## src/rtl/rv_mul_pkg.sv

```systemverilog
// Shared definitions for the pipelined RISC-V M-extension multiplier:
// op encoding, pipeline latency and Booth sizing helpers.
package rv_mul_pkg;

  typedef enum logic [1:0] {
    MUL    = 2'b00,
    MULH   = 2'b01,
    MULHSU = 2'b10,
    MULHU  = 2'b11
  } mul_op_e;

  localparam int unsigned MUL_LAT = 4;

  // Radix-4 digits needed to cover a w-bit signed multiplier.
  function automatic int unsigned booth_digits(input int unsigned w);
    return w / 2 + 1;
  endfunction

  function automatic logic a_is_signed(input mul_op_e op);
    return (op == MULH) || (op == MULHSU);
  endfunction

  function automatic logic b_is_signed(input mul_op_e op);
    return op == MULH;
  endfunction

endpackage

```

## src/rtl/kogge_stone.sv

```systemverilog
// N-bit Kogge-Stone parallel-prefix adder (carry-in 0, carry-out dropped).
module kogge_stone #(
  parameter int unsigned N = 64
) (
  input  logic [N-1:0] a,
  input  logic [N-1:0] b,
  output logic [N-1:0] sum
);

  logic [N-1:0] g, p, gn, pn;

  always_comb begin
    g  = a & b;
    p  = a ^ b;
    gn = g;
    pn = p;
    for (int unsigned d = 1; d < N; d = d * 2) begin
      gn = g;
      pn = p;
      for (int unsigned i = d; i < N; i++) begin
        gn[i] = g[i] | (p[i] & g[i-d]);
        pn[i] = p[i] & p[i-d];
      end
      g = gn;
      p = pn;
    end
    sum = a ^ b ^ {g[N-2:0], 1'b0};
  end

endmodule

```

## src/rtl/rv_mul_ppgen.sv

```systemverilog
// Radix-4 Booth recoder: W-bit signed operands to booth_digits(W) partial
// products, each already shifted and sign-extended to 2*(W-1) bits.
module rv_mul_ppgen
  import rv_mul_pkg::*;
#(
  parameter  int unsigned W   = 33,
  localparam int unsigned PW  = 2 * (W - 1),
  localparam int unsigned NPP = booth_digits(W)
) (
  input  logic [W-1:0]              a,
  input  logic [W-1:0]              b,
  output logic [NPP-1:0][PW-1:0]    pp
);

  localparam int unsigned BX = 2 * NPP + 1;

  logic [PW-1:0] a_sx;
  logic [PW-1:0] term;
  logic [BX-1:0] bx;
  logic [2:0]    trip;

  always_comb begin
    a_sx = {{(PW-W){a[W-1]}}, a};
    // Multiplier sign-extended to an even width, with the implicit b[-1]=0.
    bx   = {{(BX-W-1){b[W-1]}}, b, 1'b0};
    term = '0;
    trip = '0;
    pp   = '0;
    for (int unsigned i = 0; i < NPP; i++) begin
      trip = bx[2*i +: 3];
      case (trip)
        3'b001, 3'b010: term = a_sx;
        3'b011:         term = a_sx << 1;
        3'b100:         term = -(a_sx << 1);
        3'b101, 3'b110: term = -a_sx;
        default:        term = '0;
      endcase
      pp[i] = term << (2 * i);
    end
  end

endmodule

```

## src/rtl/rv_mul_pipe.sv

```systemverilog
// Four-stage valid/ready multiplier for MUL/MULH/MULHSU/MULHU with tag sideband.
// Optional synchronous pipeline flush input when RV_MUL_FLUSH_EN is defined.
module rv_mul_pipe
  import rv_mul_pkg::*;
#(
  parameter int unsigned XLEN  = 32,
  parameter int unsigned TAG_W = 5
) (
  input  logic             clk,
  input  logic             rst,
  input  logic             in_valid,
  output logic             in_ready,
  input  logic [1:0]       in_op,
  input  logic [XLEN-1:0]  in_a,
  input  logic [XLEN-1:0]  in_b,
  input  logic [TAG_W-1:0] in_tag,
`ifdef RV_MUL_FLUSH_EN
  input  logic             flush,
`endif
  output logic             out_valid,
  input  logic             out_ready,
  output logic [XLEN-1:0]  out_res,
  output logic [TAG_W-1:0] out_tag
);

  localparam int unsigned W   = XLEN + 1;
  localparam int unsigned PW  = 2 * XLEN;
  localparam int unsigned NPP = booth_digits(W);

  logic                    adv;
  mul_op_e                 op_in;

  logic                    s1_valid, s2_valid, s3_valid;
  mul_op_e                 s1_op, s2_op, s3_op;
  logic [TAG_W-1:0]        s1_tag, s2_tag, s3_tag;
  logic [W-1:0]            s1_a, s1_b;
  logic [NPP-1:0][PW-1:0]  pp_c, s2_pp;
  logic [PW-1:0]           cs_s, cs_c, cs_t;
  logic [PW-1:0]           s3_sum, s3_carry;
  logic [PW-1:0]           prod;
  logic [XLEN-1:0]         res_sel;

  assign op_in = mul_op_e'(in_op);
  assign adv   = out_ready || !out_valid;

`ifdef RV_MUL_FLUSH_EN
  assign in_ready = adv && !flush;
`else
  assign in_ready = adv;
`endif

  rv_mul_ppgen #(.W(W)) u_ppgen (
    .a  (s1_a),
    .b  (s1_b),
    .pp (pp_c)
  );

  // Linear chain of 3:2 compressors reducing all partial products to sum/carry.
  always_comb begin
    cs_s = '0;
    cs_c = '0;
    cs_t = '0;
    for (int unsigned i = 0; i < NPP; i++) begin
      cs_t = cs_s ^ cs_c ^ s2_pp[i];
      cs_c = ((cs_s & cs_c) | (cs_s & s2_pp[i]) | (cs_c & s2_pp[i])) << 1;
      cs_s = cs_t;
    end
  end

  kogge_stone #(.N(PW)) u_final_add (
    .a   (s3_sum),
    .b   (s3_carry),
    .sum (prod)
  );

  assign res_sel = (s3_op == MUL) ? prod[XLEN-1:0] : prod[PW-1:XLEN];

  always_ff @(posedge clk or posedge rst) begin
    if (rst) begin
      s1_valid  <= 1'b0;
      s2_valid  <= 1'b0;
      s3_valid  <= 1'b0;
      out_valid <= 1'b0;
`ifdef RV_MUL_FLUSH_EN
    end else if (flush) begin
      s1_valid  <= 1'b0;
      s2_valid  <= 1'b0;
      s3_valid  <= 1'b0;
      out_valid <= 1'b0;
`endif
    end else if (adv) begin
      s1_valid  <= in_valid && in_ready;
      s2_valid  <= s1_valid;
      s3_valid  <= s2_valid;
      out_valid <= s3_valid;
    end
  end

  // Output data only loads on a real result so bubbles leave it untouched.
  always_ff @(posedge clk or posedge rst) begin
    if (rst) begin
      s1_op    <= MUL;
      s1_tag   <= '0;
      s1_a     <= '0;
      s1_b     <= '0;
      s2_op    <= MUL;
      s2_tag   <= '0;
      s2_pp    <= '0;
      s3_op    <= MUL;
      s3_tag   <= '0;
      s3_sum   <= '0;
      s3_carry <= '0;
      out_res  <= '0;
      out_tag  <= '0;
    end else if (adv) begin
      s1_op    <= op_in;
      s1_tag   <= in_tag;
      s1_a     <= {a_is_signed(op_in) & in_a[XLEN-1], in_a};
      s1_b     <= {b_is_signed(op_in) & in_b[XLEN-1], in_b};
      s2_op    <= s1_op;
      s2_tag   <= s1_tag;
      s2_pp    <= pp_c;
      s3_op    <= s2_op;
      s3_tag   <= s2_tag;
      s3_sum   <= cs_s;
      s3_carry <= cs_c;
      if (s3_valid) begin
        out_res <= res_sel;
        out_tag <= s3_tag;
      end
    end
  end

endmodule

```

## config.mk

```make
export PLATFORM = sky130hd
export DESIGN_NAME = rv_mul_pipe
export DESIGN_NICKNAME = d
export VERILOG_FILES = /design/src/rtl/rv_mul_pkg.sv /design/src/rtl/kogge_stone.sv /design/src/rtl/rv_mul_ppgen.sv /design/src/rtl/rv_mul_pipe.sv
export SDC_FILE = /design/constraint.sdc
export NUM_CORES = 2
export LEC_CHECK = 0
export CAP_MARGIN = 40
export CORE_MARGIN = 10
export CORE_UTILIZATION = 55
export CTS_CLUSTER_DIAMETER = 150
export DETAILED_ROUTE_END_ITERATION = 8
export PLACE_DENSITY = 0.71
export SYNTH_ARGS = -nofsm -noshare
export SYNTH_HDL_FRONTEND = slang
export SYNTH_HIERARCHICAL = 1
export SYNTH_SLANG_ARGS = --single-unit
```

## constraint.sdc

```tcl
create_clock -name clk -period 98.9 [get_ports clk]
set_input_delay 14.835 -clock clk [delete_from_list [all_inputs] [get_ports clk]]
set_output_delay 14.835 -clock clk [all_outputs]
set_load 0.05 [all_outputs]
```

-- Yosys cells after proc, flatten, opt, wreduce, memory -nomap -nowiden
Index checks and enable logic that the tools add are counted.
- add/subtract/negate cells: 2
- eq/ne operators: 101
- muxes and demuxes: 18
- bitwise logic cells: 995
- reduce and logical (&&, ||, !) cells: 38
- operator list (cell ; number):
    $and A63 B63 Y63 ; 47
    $xor A64 B64 Y64 ; 33
    $or A63 B63 Y63 ; 30
    $and A1 B1 Y1 ; 570
    $or A1 B1 Y1 ; 315
    $pmux W62 S4 ; 1
    $pmux W60 S4 ; 1
    $pmux W58 S4 ; 1
    $pmux W56 S4 ; 1
    $pmux W54 S4 ; 1
    $pmux W52 S4 ; 1
    $pmux W50 S4 ; 1
    $pmux W48 S4 ; 1
    $pmux W64 S3 ; 1
    $pmux W46 S4 ; 1
    $pmux W44 S4 ; 1
    $pmux W42 S4 ; 1
    $pmux W40 S4 ; 1
    $pmux W38 S4 ; 1
    $eq A3 B3 Y1 const B ; 48
    $pmux W36 S4 ; 1
    $pmux W34 S4 ; 1
    $neg A64 Y64 ; 2
    $pmux W32 S4 ; 1
    other kinds (11) ; 92
- register bits: 1071
- output and inout bits: 39
- word-level logic and storage cells: 1187

-- Depth between registers and ports, before layout
- word-level depth: 46
- mapped depth: 23
- gate-level depth less buffers: 23

-- Cells and area by module
Netlist, hierarchy kept.
- modules (own cells, without submodules) (module ; times used ; cells each ; area each (um^2) ; seq. area each (um^2)):
    rv_mul_pipe ; 1 ; 6767 ; 70440.1 ; 33607.2
    rv_mul_ppgen ; 1 ; 4209 ; 24471.0 ; 0.0
    kogge_stone ; 1 ; 594 ; 4025.1 ; 0.0

-- Least setup slack after synthesis
OpenSTA, ideal clock, no wires.
- kind: input to output
- start point: in out_ready
- end point: out in_ready
- data arrival time: 15.880 ns
- data required time: 84.065 ns
- setup slack: 68.185 ns
- cell stages on the path: 5
- path buffers: 3
- path through: nor2b_1 -> buf_2 -> inv_2 -> buf_2 -> buf_1
- longest elaborated chain between the ends: 1
- RTL lines (item ; line ; RTL):
    from (decl) ; rv_mul_pipe.sv:21 ; input logic out_ready,
    $logic_or A1 B1 Y1 ; rv_mul_pipe.sv:44 ; assign adv = out_ready || !out_valid;
    to (decl) ; rv_mul_pipe.sv:12 ; output logic in_ready,
Every way passes these cells.

-- Final worst setup path
Ends and elaborated chain as after synthesis.

==> flow_metrics.env <==
export IMPL_synth_top_area_share=0.3397
export IMPL_critPathLaunchType="input pin"
export IMPL_cts_resized=0
export IMPL_yosys_area_top_type="dfrtp_1"
export IMPL_drt_iter0_drc=12713
export IMPL_io_buffers=113
export IMPL_ys_ff_latch=1343
export IMPL_tightest_slew_ns=1.280
export IMPL_drt_vias_per_instance=6.300
export IMPL_antenna_found_initial=12
export IMPL_cts_max_level=4
export IMPL_layout_min_cycle_time_ns=31.90
export IMPL_required_ns=84.06
export IMPL_hold_violations=0
export IMPL_endpoint_kind="primary output"
export IMPL_die_h_um=444.1
export IMPL_cts_root_buf="clkbuf_16"
export IMPL_hold_path_class="flop to flop"
export IMPL_grt_start_max_net_pins=240
export IMPL_yosys_top_cells_area="dfrtp_1, fa_1, nand2_1"
export IMPL_drc_errors=32
export IMPL_fin_tns_setup_ns=0
export IMPL_die_area_um2=197200
export IMPL_routabilityCongestion=1.047
export IMPL_rows=155
export IMPL_clk_insertion_delay_late_ns=0.85
export IMPL_ys_async_sr_fraction=1.000
export IMPL_netlist_instances=11570
export IMPL_outcome="finished with violations"
export IMPL_grt_usage=0.3886
export IMPL_grt_use_met2=0.5760
export IMPL_cts_tree="built"
export IMPL_cts_clk_slew_worst_paths_ns=0.06
export IMPL_synth_area_um2=98940
export IMPL_post_cts_buffers=0
export IMPL_cpMostUsedCell="clkdlybuf4s50_1"
export IMPL_drive_gt1_frac=0.06816
export IMPL_grt_pass1_wl_um=574200
export IMPL_area_growth_syn_to_layout_pct=8.726
export IMPL_cp_data_arrival_time_ns=17.06
export IMPL_critPathKind="input pin to primary output"
export IMPL_drt_wl_total_um=390600
export IMPL_dp_hpwl_um=283100
export IMPL_drv_slew=0
export IMPL_cts_sinks=1343
export IMPL_nets=12446
export IMPL_synth_ff_type="dfrtp_1"
export IMPL_grt_pass1_vias=85821
export IMPL_synth_cell_type_count=98
export IMPL_avgSynthCellArea_um2=8.551
export IMPL_gr_total_overflow=0
export IMPL_cts_buffers=160
export IMPL_ys_warn_count=6
export IMPL_worstPathCellList="clkdlybuf4s50_1 -> nor2b_4 -> buf_4 -> buf_16 -> inv_8 -> clkdlybuf4s50_1"
export IMPL_finalSetupViolCount=0
export IMPL_vias=86874
export IMPL_cpPeakStageDelay_ns=0.87
export IMPL_nFillCells=15598
export IMPL_grt_busiest_layer="met2"
export IMPL_wl_per_cell_um=28.33
export IMPL_initial_core_util=0.5539
export IMPL_finalCritPeriodShare=0.3225
export IMPL_multi_input_area_um2=60370
export IMPL_cts_hold_buf=0
export IMPL_num_io_pins=114
export IMPL_max_freq_mhz=31.35
export IMPL_ys_seq_area_frac=0.3397
export IMPL_rsz0062_at_grt="no"
export IMPL_first_pass_iters=9
export IMPL_area_sequential_um2=33630
export IMPL_grt_util_met1=0.5117
export IMPL_relSlewSlack=0.1466
export IMPL_drtAntennaViolNets=0
export IMPL_violations="design-rule violations"
export IMPL_cap_violations=0
export IMPL_fin_skew_ns=0.02729
export IMPL_synth_edff_count=0
export IMPL_clock_path_buffers=3
export IMPL_core_region_area_um2=178600
export IMPL_path_max_fanout=60
export IMPL_use_met3=0.1067
export IMPL_crit_path_top_delay_cell="clkdlybuf4s50_1"
export IMPL_die_x_um=444.1
-- synth_stat cells, drive strengths merged (31+ instances only) --
library cell     n
a21o            57
a21oi          344
a221o           44
a221oi         105
a22oi          272
a31oi           41
buf            528
clkbuf         662
dfrtp         1343
fa             931
ha             145
inv            134
mux2i           81
nand2         4381
nand2b          31
nand3           49
nand4           31
nor2           500
nor2b           46
nor3            86
o211ai         122
o21ai          649
o221ai          84
o22ai           62
o31ai          106
xnor2          241
xor2           111
-- area by class of cell --
class                           instances  share of cell area
Antenna cell                            5           0.0001163
Clock buffer                          246             0.04482
Clock inverter                         50            0.006095
Inverter                              144            0.005164
Multi-Input combinational cell       9164              0.5612
Sequential cell                      1343              0.3127
Tap cell                             2355             0.02739
Timing Repair Buffer                  482             0.04254
-- metal layers --
layer | wire length, um | vias to the layer above
met4 | 29620 | 8
met5 | 130 | -
met2 | 166800 | 5617
met1 | 148300 | 42788
met3 | 45750 | 1471
li1 | - | 36990
-- registers in the layout, summed over array words and instances, names as in the netlist --
name	count
s3_carry	63
s2_valid	1
s3_tag	5
s2_pp	1088
s1_b	33
s2_tag	5
s3_op	2
s2_op	2
s3_sum	64
out_res	32
s1_op	2
out_tag	5
s3_valid	1
s1_tag	5
s1_a	33
out_valid	1
s1_valid	1
-- final timing paths --
path / startpoint / endpoint / slack (ns) / cells after the start
max reg2reg: s2_pp[4] / s3_sum[6] / 89.44 / 18
min: s2_tag[4] / s2_tag[4] / 0.47 / 2
max: out_ready / in_ready / 67.00 / 6
max in group asynchronous: rst / s1_a[32] / 81.17 / 8
min in group asynchronous: rst / s2_pp[653] / 14.48 / 2
min reg2reg: s2_tag[4] / s2_tag[4] / 0.47 / 2
-- kinds of logic after synthesis --
logic type / Yosys count / synth area share
other: 2 / 0.00007591
AOI/OAI and AO/OA: 2103 / 0.1399
muxes: 95 / 0.009788
DFF: 1343 / 0.3397
and+or+nand+nor: 5265 / 0.2090
adders and majority gates: 1076 / 0.2067
xor gates and xnor gates: 352 / 0.03135
buffers and inverters: 1334 / 0.06345
-- layout by cell type, fill, tap and decap left out, types with 23 or more instances in the layout --
master	count
o21bai_1	23
a21oi_1	339
nand2_1	4380
o22ai_1	62
a221oi_1	105
o31ai_1	105
clkbuf_16	163
nor3_1	79
ha_1	143
a31oi_1	41
or3_1	26
nand3_1	48
xnor2_1	228
clkbuf_1	40
fa_1	931
a222oi_1	27
conb_1	273
clkdlybuf4s50_1	113
clkinv_2	23
xor2_1	105
a221o_1	44
o211ai_1	120
a22o_1	25
or2_2	27
o221ai_1	84
nor2_2	23
o22a_1	24
nand2b_1	31
clkbuf_8	43
nand4_1	31
o21ai_0	623
inv_1	130
dfrtp_1	1323
buf_4	294
a21o_1	55
mux2i_1	81
nor2_1	476
nor2b_1	44
a22oi_1	271
-- worst max-delay path, delay by kind of cell --
family,cells,cell delay (ns)
buffers and inverters,5,2.11
AND/OR/NAND/NOR,1,0.05
-- through the flow --
step | setup WS, ns | hold slack [ns] | util | std cells | area (um2)
after CTS | 67.02 | 0.4667 | 0.6019 | 13778 | 107500
after floorplan | 46.20 | 0.4331 | - | 11841 | 99950
after global placement | 66.78 | 0.4520 | 0.5646 | 13396 | 100900
final | 67.00 | 0.4654 | 0.6022 | 13789 | 107600
after detailed placement | 67.02 | 0.4564 | 0.5712 | 13482 | 102000
after global routing | 66.92 | 0.4821 | 0.6022 | 13784 | 107600
Power is left out: the tool's default activity adds up to more than one toggle a clock period on the data nets, which glitch-free logic cannot reach.
